File: src/rtl/toggle_rx_pkg.sv
// Shared limits, channel-index width helper and pending-counter type for the
// multi-channel toggle receiver.
package toggle_rx_pkg;

  localparam int N_CH_MIN        = 1;
  localparam int N_CH_MAX        = 32;
  localparam int SYNC_STAGES_MIN = 2;
  localparam int SYNC_STAGES_MAX = 4;
  localparam int CNT_W_MIN       = 1;
  localparam int CNT_W_MAX       = 8;

  // Wide enough for the largest counter; narrower builds saturate below the top bits.
  typedef logic [CNT_W_MAX-1:0] pend_cnt_t;

  function automatic int clamp_param(input int v, input int lo, input int hi);
    if (v < lo) return lo;
    if (v > hi) return hi;
    return v;
  endfunction

  function automatic int ch_idx_w(input int n);
    int m;
    m = clamp_param(n, N_CH_MIN, N_CH_MAX);
    return (m > 1) ? $clog2(m) : 1;
  endfunction

endpackage

File: src/rtl/toggle_sync_bit.sv
// Single-bit synchronizer chain for one asynchronous toggle line.
module toggle_sync_bit #(
  parameter int STAGES = 2
) (
  input  logic clk_i,
  input  logic arst_i,
  input  logic d_i,
  output logic q_o
);

  (* ASYNC_REG = "TRUE" *) logic [STAGES-1:0] sync_q;

  always_ff @(posedge clk_i or posedge arst_i) begin
    if (arst_i) begin
      sync_q <= '0;
    end else begin
      sync_q <= {sync_q[STAGES-2:0], d_i};
    end
  end

  assign q_o = sync_q[STAGES-1];

endmodule

File: src/rtl/multi_toggle_receiver.sv
// N-channel toggle receiver: synchronize, edge-detect, count and serialize events
// round-robin. Overflow flags are built only when TOGGLE_RX_OVF_EN is defined.
module multi_toggle_receiver
  import toggle_rx_pkg::*;
#(
  parameter int N_CH        = 4,
  parameter int SYNC_STAGES = 2,
  parameter int CNT_W       = 4
) (
  input  logic                                        clk_i,
  input  logic                                        arst_i,
  input  logic [N_CH-1:0]                             tgl_i,
  output logic [N_CH-1:0]                             pulse_o,
  output logic                                        evt_valid_o,
  input  logic                                        evt_ready_i,
  output logic [toggle_rx_pkg::ch_idx_w(N_CH)-1:0]    evt_ch_o,
  output logic [N_CH-1:0]                             ovf_o,
  input  logic [N_CH-1:0]                             ovf_clr_i
);

  localparam int              SYNC_C    = clamp_param(SYNC_STAGES, SYNC_STAGES_MIN, SYNC_STAGES_MAX);
  localparam int              CNT_W_C   = clamp_param(CNT_W, CNT_W_MIN, CNT_W_MAX);
  localparam int              CH_W      = ch_idx_w(N_CH);
  localparam pend_cnt_t       PEND_MAX  = pend_cnt_t'((1 << CNT_W_C) - 1);
  localparam logic [2:0]      WARM_INIT = 3'(SYNC_C + 1);
  localparam logic [CH_W-1:0] LAST_CH   = CH_W'(N_CH - 1);

  logic [N_CH-1:0] sync_last;
  logic [N_CH-1:0] hist_p1;
  logic [N_CH-1:0] pulse;
  logic [N_CH-1:0] req;
  logic [N_CH-1:0] dec;
  logic [N_CH-1:0] lost;
  pend_cnt_t       pend [N_CH];
  logic [2:0]      warm_cnt;
  logic            warm_done;
  logic [CH_W-1:0] rr_ptr;
  logic [CH_W-1:0] sel;
  logic [CH_W-1:0] cand;
  logic            found;
  logic            load;

  function automatic pend_cnt_t pend_next(input pend_cnt_t cur, input logic inc, input logic dec_en);
    pend_cnt_t nxt;
    nxt = cur;
    if (inc && !dec_en && (cur != PEND_MAX)) begin
      nxt = cur + 1'b1;
    end else if (dec_en && !inc) begin
      nxt = cur - 1'b1;
    end
    return nxt;
  endfunction

  function automatic int rr_idx(input logic [CH_W-1:0] base, input int off);
    int s;
    s = int'(base) + off;
    return (s >= N_CH) ? (s - N_CH) : s;
  endfunction

  // Synchronizer stages, then history for edge detection
  for (genvar c = 0; c < N_CH; c++) begin : g_sync
    toggle_sync_bit #(.STAGES(SYNC_C)) u_sync (
      .clk_i  (clk_i),
      .arst_i (arst_i),
      .d_i    (tgl_i[c]),
      .q_o    (sync_last[c])
    );
  end

  always_ff @(posedge clk_i or posedge arst_i) begin
    if (arst_i) begin
      hist_p1  <= '0;
      warm_cnt <= WARM_INIT;
    end else begin
      hist_p1 <= sync_last;
      if (warm_cnt != '0) begin
        warm_cnt <= warm_cnt - 1'b1;
      end
    end
  end

  // History keeps tracking during warm-up so a level held across reset is absorbed.
  assign warm_done = (warm_cnt == '0);
  assign pulse     = (sync_last ^ hist_p1) & {N_CH{warm_done}};
  assign pulse_o   = pulse;

  // Pending counters and round-robin selection
  assign load = !evt_valid_o || evt_ready_i;

  for (genvar c = 0; c < N_CH; c++) begin : g_pend
    assign req[c]  = pulse[c] || (pend[c] != '0);
    assign dec[c]  = load && found && (sel == CH_W'(c));
    assign lost[c] = pulse[c] && !dec[c] && (pend[c] == PEND_MAX);

    always_ff @(posedge clk_i or posedge arst_i) begin
      if (arst_i) begin
        pend[c] <= '0;
      end else begin
        pend[c] <= pend_next(pend[c], pulse[c], dec[c]);
      end
    end
  end

  always_comb begin
    found = 1'b0;
    sel   = '0;
    cand  = '0;
    for (int i = 0; i < N_CH; i++) begin
      cand = CH_W'(rr_idx(rr_ptr, i));
      if (!found && req[cand]) begin
        found = 1'b1;
        sel   = cand;
      end
    end
  end

  // Output register
  always_ff @(posedge clk_i or posedge arst_i) begin
    if (arst_i) begin
      evt_valid_o <= 1'b0;
      evt_ch_o    <= '0;
      rr_ptr      <= '0;
    end else if (load) begin
      evt_valid_o <= found;
      if (found) begin
        evt_ch_o <= sel;
        rr_ptr   <= (sel == LAST_CH) ? '0 : sel + 1'b1;
      end
    end
  end

`ifdef TOGGLE_RX_OVF_EN
  always_ff @(posedge clk_i or posedge arst_i) begin
    if (arst_i) begin
      ovf_o <= '0;
    end else begin
      ovf_o <= lost | (ovf_o & ~ovf_clr_i);
    end
  end
`else
  logic unused_ovf;
  assign unused_ovf = ^{ovf_clr_i, lost};
  assign ovf_o      = '0;
`endif

endmodule

File: config.mk
export PLATFORM = sky130hd
export DESIGN_NAME = multi_toggle_receiver
export DESIGN_NICKNAME = d
export VERILOG_FILES = /design/src/rtl/toggle_rx_pkg.sv /design/src/rtl/toggle_sync_bit.sv /design/src/rtl/multi_toggle_receiver.sv
export SDC_FILE = /design/constraint.sdc
export NUM_CORES = 1
export LEC_CHECK = 0
export CAP_MARGIN = 0
export CORE_MARGIN = 1
export CORE_UTILIZATION = 30
export DETAILED_ROUTE_END_ITERATION = 10
export GPL_TIMING_DRIVEN = 0
export PLACE_DENSITY = 0.59
export SYNTH_ARGS = -nofsm -noshare
export SYNTH_HDL_FRONTEND = slang
export SYNTH_HIERARCHICAL = 1
export SYNTH_SLANG_ARGS = --single-unit
File: constraint.sdc
create_clock -name clk_i -period 4.2 [get_ports clk_i]
set_input_delay 1.05 -clock clk_i [delete_from_list [all_inputs] [get_ports clk_i]]
set_output_delay 1.05 -clock clk_i [all_outputs]
set_load 0.05 [all_outputs]
# --- Yosys cells after proc, flatten, opt, wreduce, memory -nomap -nowiden ---
# Index checks and enable logic that the tools add are counted.
word_totals:
  reg_bits: 52
  latch_bits: 0
  ramBits: 0
  mem_bits_ro: 0
  in_bits: 11
  output_inout_bits: 11
  wordCells: 125
  n_memories: 0
classes:
  addsub: 17
  mul: 0
  div: 0
  order_cmp: 8
  eq_ne: 7
  shift: 0
  muxes: 29
  n_bitwise: 2
  reduce_logical: 49
ops:
  columns: ["cell", "n"]
  rows:
  - ["2-to-1 mux 8 bit", 8]
  - ["adder 8 x 1 -> 8 bit (second input constant)", 4]
  - ["!= test 8 x 4 -> 1 bit (second input constant)", 4]
  - ["nonzero test 8 bit", 4]
  - ["subtractor 8 x 1 -> 8 bit (second input constant)", 4]
  - ["logical AND 1 bit", 20]
  - ["2-to-1 mux 2 bit", 9]
  - ["zero test 1 bit", 12]
  - ["less-than comparator 2 x 3 -> 1 bit (second input constant)", 4]
  - [">= comparator 3 bit (second input constant)", 3]
  - ["binary-select mux 1 bit (select 2 bit)", 4]
  - ["2-to-1 mux 1 bit", 8]
  - ["nonzero test 2 bit", 4]
  - ["subtractor 2 x 1 -> 2 bit (second input constant)", 4]
  - ["adder 2 x 2 -> 3 bit (second input constant)", 2]
  - ["logical OR 1 bit", 5]
  - ["AND 4 bit", 1]
  - ["== test 2 bit (second input constant)", 2]
  - ["bitwise XOR 4 bit", 1]
  - ["adder 2 x 1 -> 3 bit (second input constant)", 1]
  - [">= comparator 2 x 3 -> 1 bit (second input constant)", 1]
  - ["zero test 3 bit", 1]
  - ["nonzero test 3 bit", 1]
  - ["subtractor 3 x 1 -> 3 bit (second input constant)", 1]
  - ["other kinds (4)", 4]

# --- Depth between registers and ports, before layout ---
depth:
  ltp_word: 21
  depth_mapped: 17
  mapped_depth_nobuf: 16

# --- Hierarchy ---
# Netlist, hierarchy kept.
modules_own_cells:
  columns: ["module", "n_inst", "cells_each", "area_each_um2", "seq_area_each_um2"]
  rows:
  - ["multi_toggle_receiver", 1, 282, 3052.9, 1103.6]
  - ["toggle_sync_bit", 4, 3, 53.8, 50.0]

# --- Worst setup path before layout ---
# Ideal clock, no wire load.
synth_path:
  path_type: "register to register"
  start: "register warm_cnt[0]"
  end: "register pend[15] (netlist name)"
  setup_time_ns: 0.123
  arrival_ns: 3.930
  t_required_ns: 4.077
  slack_ns: 0.147
  stages_incl_launch_ff: 18
  path_buffers: 1
  synth_period_minus_slack_ns: 4.053
  path_cell_list: "dfstp_2 -> inv_1 -> ha_1 -> nand2b_1 -> clkbuf_1 -> o211ai_1 -> a221o_1 -> a22oi_1 -> inv_1 -> ha_1 -> a221o_1 -> ha_1 -> nand3_1 -> o211ai_1 -> nor4_1 -> nor3_1 -> mux2_2 -> xnor2_1"
synth_via:
  elab_chain_cells: 21
  elab_cells_between_ends: 38
  cone_classes: "eq/ne: 1; mux: 17; bitwise: 1; reduce/logical: 19"
synth_lines:
  columns: ["item", "line", "source"]
  rows:
  - ["start, declared", "multi_toggle_receiver.sv:35", "logic [2:0] warm_cnt;"]
  - ["start signal, assigned", "multi_toggle_receiver.sv:77", "warm_cnt <= warm_cnt - 1'b1;"]
  - ["zero test 3 bit (*)", "multi_toggle_receiver.sv:83", "assign warm_done = (warm_cnt == '0);"]
  - ["AND 4 bit (*)", "multi_toggle_receiver.sv:84", "assign pulse = (sync_last ^ hist_p1) & {N_CH{warm_done}};"]
  - ["logical OR 1 bit", "multi_toggle_receiver.sv:91", "assign req[c] = pulse[c] || (pend[c] != '0);"]
  - ["binary-select mux 1 bit (select 2 bit)", "multi_toggle_receiver.sv:110", "if (!found && req[cand]) begin"]
  - ["2-to-1 mux 1 bit (not written as such)", "multi_toggle_receiver.sv:110", null]
  - ["2-to-1 mux 1 bit", "multi_toggle_receiver.sv:110", null]
  - ["zero test 1 bit", "multi_toggle_receiver.sv:110", null]
  - ["logical AND 1 bit", "multi_toggle_receiver.sv:110", null]
  - ["[5 not listed]", null, null]
  - ["logical AND 1 bit", "multi_toggle_receiver.sv:110", null]
  - ["2-to-1 mux 2 bit (*)", "multi_toggle_receiver.sv:110", null]
  - ["via sel[0]", "multi_toggle_receiver.sv:38", "logic [CH_W-1:0] sel;"]
  - ["== test 2 bit (*)", "multi_toggle_receiver.sv:92", "assign dec[c] = load && found && (sel == CH_W'(c));"]
  - ["logical AND 1 bit (*)", "multi_toggle_receiver.sv:92", null]
  - ["zero test 1 bit", "multi_toggle_receiver.sv:46", "if (inc && !dec_en && (cur != PEND_MAX)) begin"]
  - ["logical AND 1 bit (2 in series)", "multi_toggle_receiver.sv:46", null]
  - ["2-to-1 mux 8 bit / nonzero test 2 bit (equally long branches)", null, null]
  - ["end signal, assigned by index", "multi_toggle_receiver.sv:99", "pend[c] <= pend_next(pend[c], pulse[c], dec[c]);"]
  - ["end, declared", "multi_toggle_receiver.sv:34", "pend_cnt_t pend [N_CH];"]
# Mark *: on every way through the listed nets, which the timed path passes. The rest lies on a longest branch. The select of a mux whose other input is x is not followed.
# A chain may end at the register's enable or synchronous reset.

# --- Worst setup path after layout ---
layout_path:
  start: "register warm_cnt[0]"
  end: "register pend[7] (netlist name)"
# Same word-level chain as after synthesis.

==> metrics.md <==
| Metric | Value |
|---|---|
| Status | `finished clean` |
| Max cap viols | `0` |
| Netlist Area Pre-Place | `3268 sq um` |
| Antenna violations before repair | `0` |
| Final Slew Violations | `0` |
| Clock sink total | `52` |
| Hold-critical path depth | `0` |
| Synth Area in XOR/XNOR | `0.08844` |
| Worst VDD drop | `226.5 uV` |
| Yosys reg bits | `52` |
| Die W | `106.4 um` |
| Relative slew margins | `0.6552` |
| Largest family of logic cells by synthesized area | `adder cells` |
| Vias per cell | `4.763` |
| Yosys cell types | `46` |
| Starting Density | `0.3124` |
| Reg power frac | `0.298` |
| Drt pass-1 iters | `4` |
| Arrival time at the worst endpoint | `4.19 ns` |
| Crit share post-route | `0.9526` |
| Worst-Margin Slew | `0.5125 ns` |
| # nets final | `373` |
| F_max | `249.9 MHz` |
| Power Internal | `1794 uW` |
| Post-synthesis average cell area | `11.12 sq um` |
| Final setup vio count | `0` |
| Area Overhead vs Synth | `18.49%` |
| Synth Area in Compound Gates | `0.1175` |
| Drt initial violations | `70` |
| N_diodes | `0` |
| Routed WL | `5931 um` |
| CORE AREA | `10,460 sq um` |
| Area share of fa/ha/maj cells after synthesis | `0.1432` |
| Final Core Density | `0.3701` |
| Largest net degree at the start of global routing | `28` |
| Sequential share of the synthesized area | `0.3989` |
| Mux contribution to synthesized area | `0.1060` |
| Synth top area cells | `dfrtp_1, ha_1, mux2_1` |
| Top cell type's share of synthesized area | `0.3828` |
| RSZ-0062 raised after global routing | `true` |
| Global-route wire length before repair | `10,180 um` |
| Pwr dens | `790.8 nW/um^2` |
| Clock power share | `0.097` |
| Clock Latency Late Sink | `0.30 ns` |
| Data required, critical path | `4.39 ns` |
| Number of I/O pins | `22` |
| Worst Reg-to-Reg Cells | `16` |
| Leakage power | `0.001706 uW` |
| Share of cells above drive strength 1 | `0.1860` |
| Final Instance Area | `3872 sq um` |
| Final setup skew | `0.01199 ns` |
| Worst-path fanout max | `8` |
| Root Buffer | `clkbuf_8` |
| Total Power | `3062 uW` |
| HPWL after DPL | `4312 um` |
| Cell row count | `37` |
| Die Ht | `106.4 um` |
| Final GP Congestion | `0.7860` |
| Max Root-Sink Buffers | `2` |
| Final min period | `4.001 ns` |
| Sw Share | `0.4141` |
| Wire length per cell after detailed routing | `12.78 um` |
| Worst Hold Class | `reg2reg` |
| Full die area | `11,320 sq um` |
| IO buf count | `13` |
| Cells after Synth | `294` |
| Comb power frac | `0.604` |
| Final hold viol count | `0` |
| Critical path type | `reg2reg` |
| Gr usage total | `0.1113` |
| P_sw | `1268 uW` |
| CTS tree | `done` |
| CTS H-tree depth | `2` |
| Cell accounting for the most synthesized area | `dfrtp_1` |
| Post-DP Area | `3600 sq um` |
| Inserted Clock Buffers | `5` |
| Vias | `2,210` |
| Final hold slack | `0.3568 ns` |
| Syn. warnings | `6` |
| Vias in the first global route | `2,185` |
| GRT Residual Overflow | `0` |
| Routed Antenna Nets | `0` |
| Crit path capture type | `flop` |
| Post-Synth Simple-Gate Area | `0.1068` |
| Type of origin of the critical path | `flop` |
| Reg clk slew, reported paths | `0.10 ns` |
| DRC errors left | `0` |
| Post-CTS Hold Buffers | `0` |
-- power by group through the flow --
stage	Sequential, uW	Clock (uW)	Combinational, uW
3_3_place_gp	900	0	1650
5_1_grt	949	335	2080
6_report	914	298	1850
2_1_floorplan	890	0	1400
3_5_place_dp	907	0	1700
4_1_cts	897	313	1720
-- layer usage --
metal / vias up / global-route usage / part of all wire
met4: 0 / 0.02282 / 0.0044
met1: 1083 / 0.1495 / 0.49
met2: 16 / 0.1827 / 0.48
li1: 1109 / - / -
met3: 2 / 0.02514 / 0.017
met5: - / 0 / 0
-- state kept, by name (all words and copies together), names as in the netlist --
register	flops
g_sync.u_sync/sync_q	8
hist_p1	4
warm_cnt	3
evt_valid_o	1
evt_ch_o	2
pend	32
rr_ptr	2
-- repair_timing --
item,CTS,global route
setup buffers,1,9
endpoints found under the setup margin,10,10
pin swaps,2,6
cloned,0,0
resized for setup,6,19
-- cell usage after synthesis, drive strengths merged --
| cell | instances |
|---|---|
| nor3 | 6 |
| a41oi | 1 |
| o221ai | 1 |
| and4 | 3 |
| xnor2 | 20 |
| a21oi | 16 |
| o21ai | 5 |
| a211oi | 1 |
| dfstp | 2 |
| or4 | 2 |
| nand4b | 1 |
| o21a | 1 |
| a21o | 6 |
| inv | 21 |
| or2 | 2 |
| fa | 4 |
| a22oi | 1 |
| nand4 | 3 |
| nand2 | 10 |
| nor2 | 11 |
| a221o | 4 |
| o211a | 3 |
| a31oi | 2 |
| dfrtp | 50 |
| a211o | 1 |
| conb | 1 |
| and2 | 2 |
| ha | 31 |
| mux2i | 2 |
| nor2b | 2 |
| mux2 | 29 |
| nand3 | 8 |
| o211ai | 5 |
| o21bai | 6 |
| nor4 | 8 |
| clkbuf | 1 |
| nand2b | 4 |
| xor2 | 13 |
| buf | 5 |
-- metrics by stage --
| stage | setup TNS (ns) | setup slack (ns) | instances |
|---|---|---|---|
| finish | 0 | 0.1989 | 464 |
| global route | -0.01402 | -0.01302 | 464 |
| CTS | 0 | 0.01229 | 455 |
| detailed placement | -1.430 | -0.3409 | 447 |
| global placement | -0.8412 | -0.2552 | 446 |
| floorplan | 0 | 0.1474 | 297 |
-- logic make-up (layout without fill, tap and decap cells) --
group,after synthesis,count (layout)
compound gates,53,53
xor+xnor,33,33
fa+ha+maj,35,35
buf+inv,27,58
flops,52,52
mux,31,31
other cells,1,4
simple gates,62,62
-- cell usage in the layout, fill, tap and decap left out, types with 8 or more instances in the layout --
| cell type | instances |
|---|---|
| ha_1 | 27 |
| xor2_1 | 13 |
| a21oi_1 | 10 |
| xnor2_1 | 20 |
| dfrtp_1 | 50 |
| buf_4 | 14 |
| clkdlybuf4s50_1 | 13 |
| nor2_1 | 11 |
| nand3_1 | 8 |
| mux2_1 | 25 |
| inv_1 | 20 |
-- critical path, stage by stage, from the launching register on --
cell and delay (ns):
dfstp_2 0.55, inv_1 0.06, ha_1 0.25, nor2b_4 0.18
a211oi_4 0.28, a221o_1 0.20, a22oi_2 0.07, buf_4 0.15
ha_1 0.21, a221o_2 0.46, ha_2 0.41, nand3_1 0.08
o211ai_1 0.23, nor4_1 0.08, nor3_1 0.20, mux2_2 0.36
xnor2_1 0.12
-- final timing paths --
| kind | end | from | slack, ns |
|---|---|---|---|
| setup / recovery | pend[7] | warm_cnt[0] | 0.20 |
| hold / removal | g_sync[2].u_sync/sync_q[1] | g_sync[2].u_sync/sync_q[0] | 0.36 |
| setup reg to reg | pend[7] | warm_cnt[0] | 0.20 |
| hold reg to reg | g_sync[2].u_sync/sync_q[1] | g_sync[2].u_sync/sync_q[0] | 0.36 |
| max in group asynchronous | warm_cnt[0] | arst_i | 2.47 |
| min in group asynchronous | g_sync[3].u_sync/sync_q[0] | arst_i | 1.01 |
-- final cells by class --
cell class	instances	area (sq um)
Fill cell	1053	6590
Sequential cell	52	1304
Tap cell	136	170.2
Multi-Input combinational cell	218	1961
Buffer	5	41.29
Clock buffer	6	82.58
Inverter	21	78.83
Clock inverter	2	10.01
Timing Repair Buffer	24	225.2
Power figures use the tool's default switching activity.
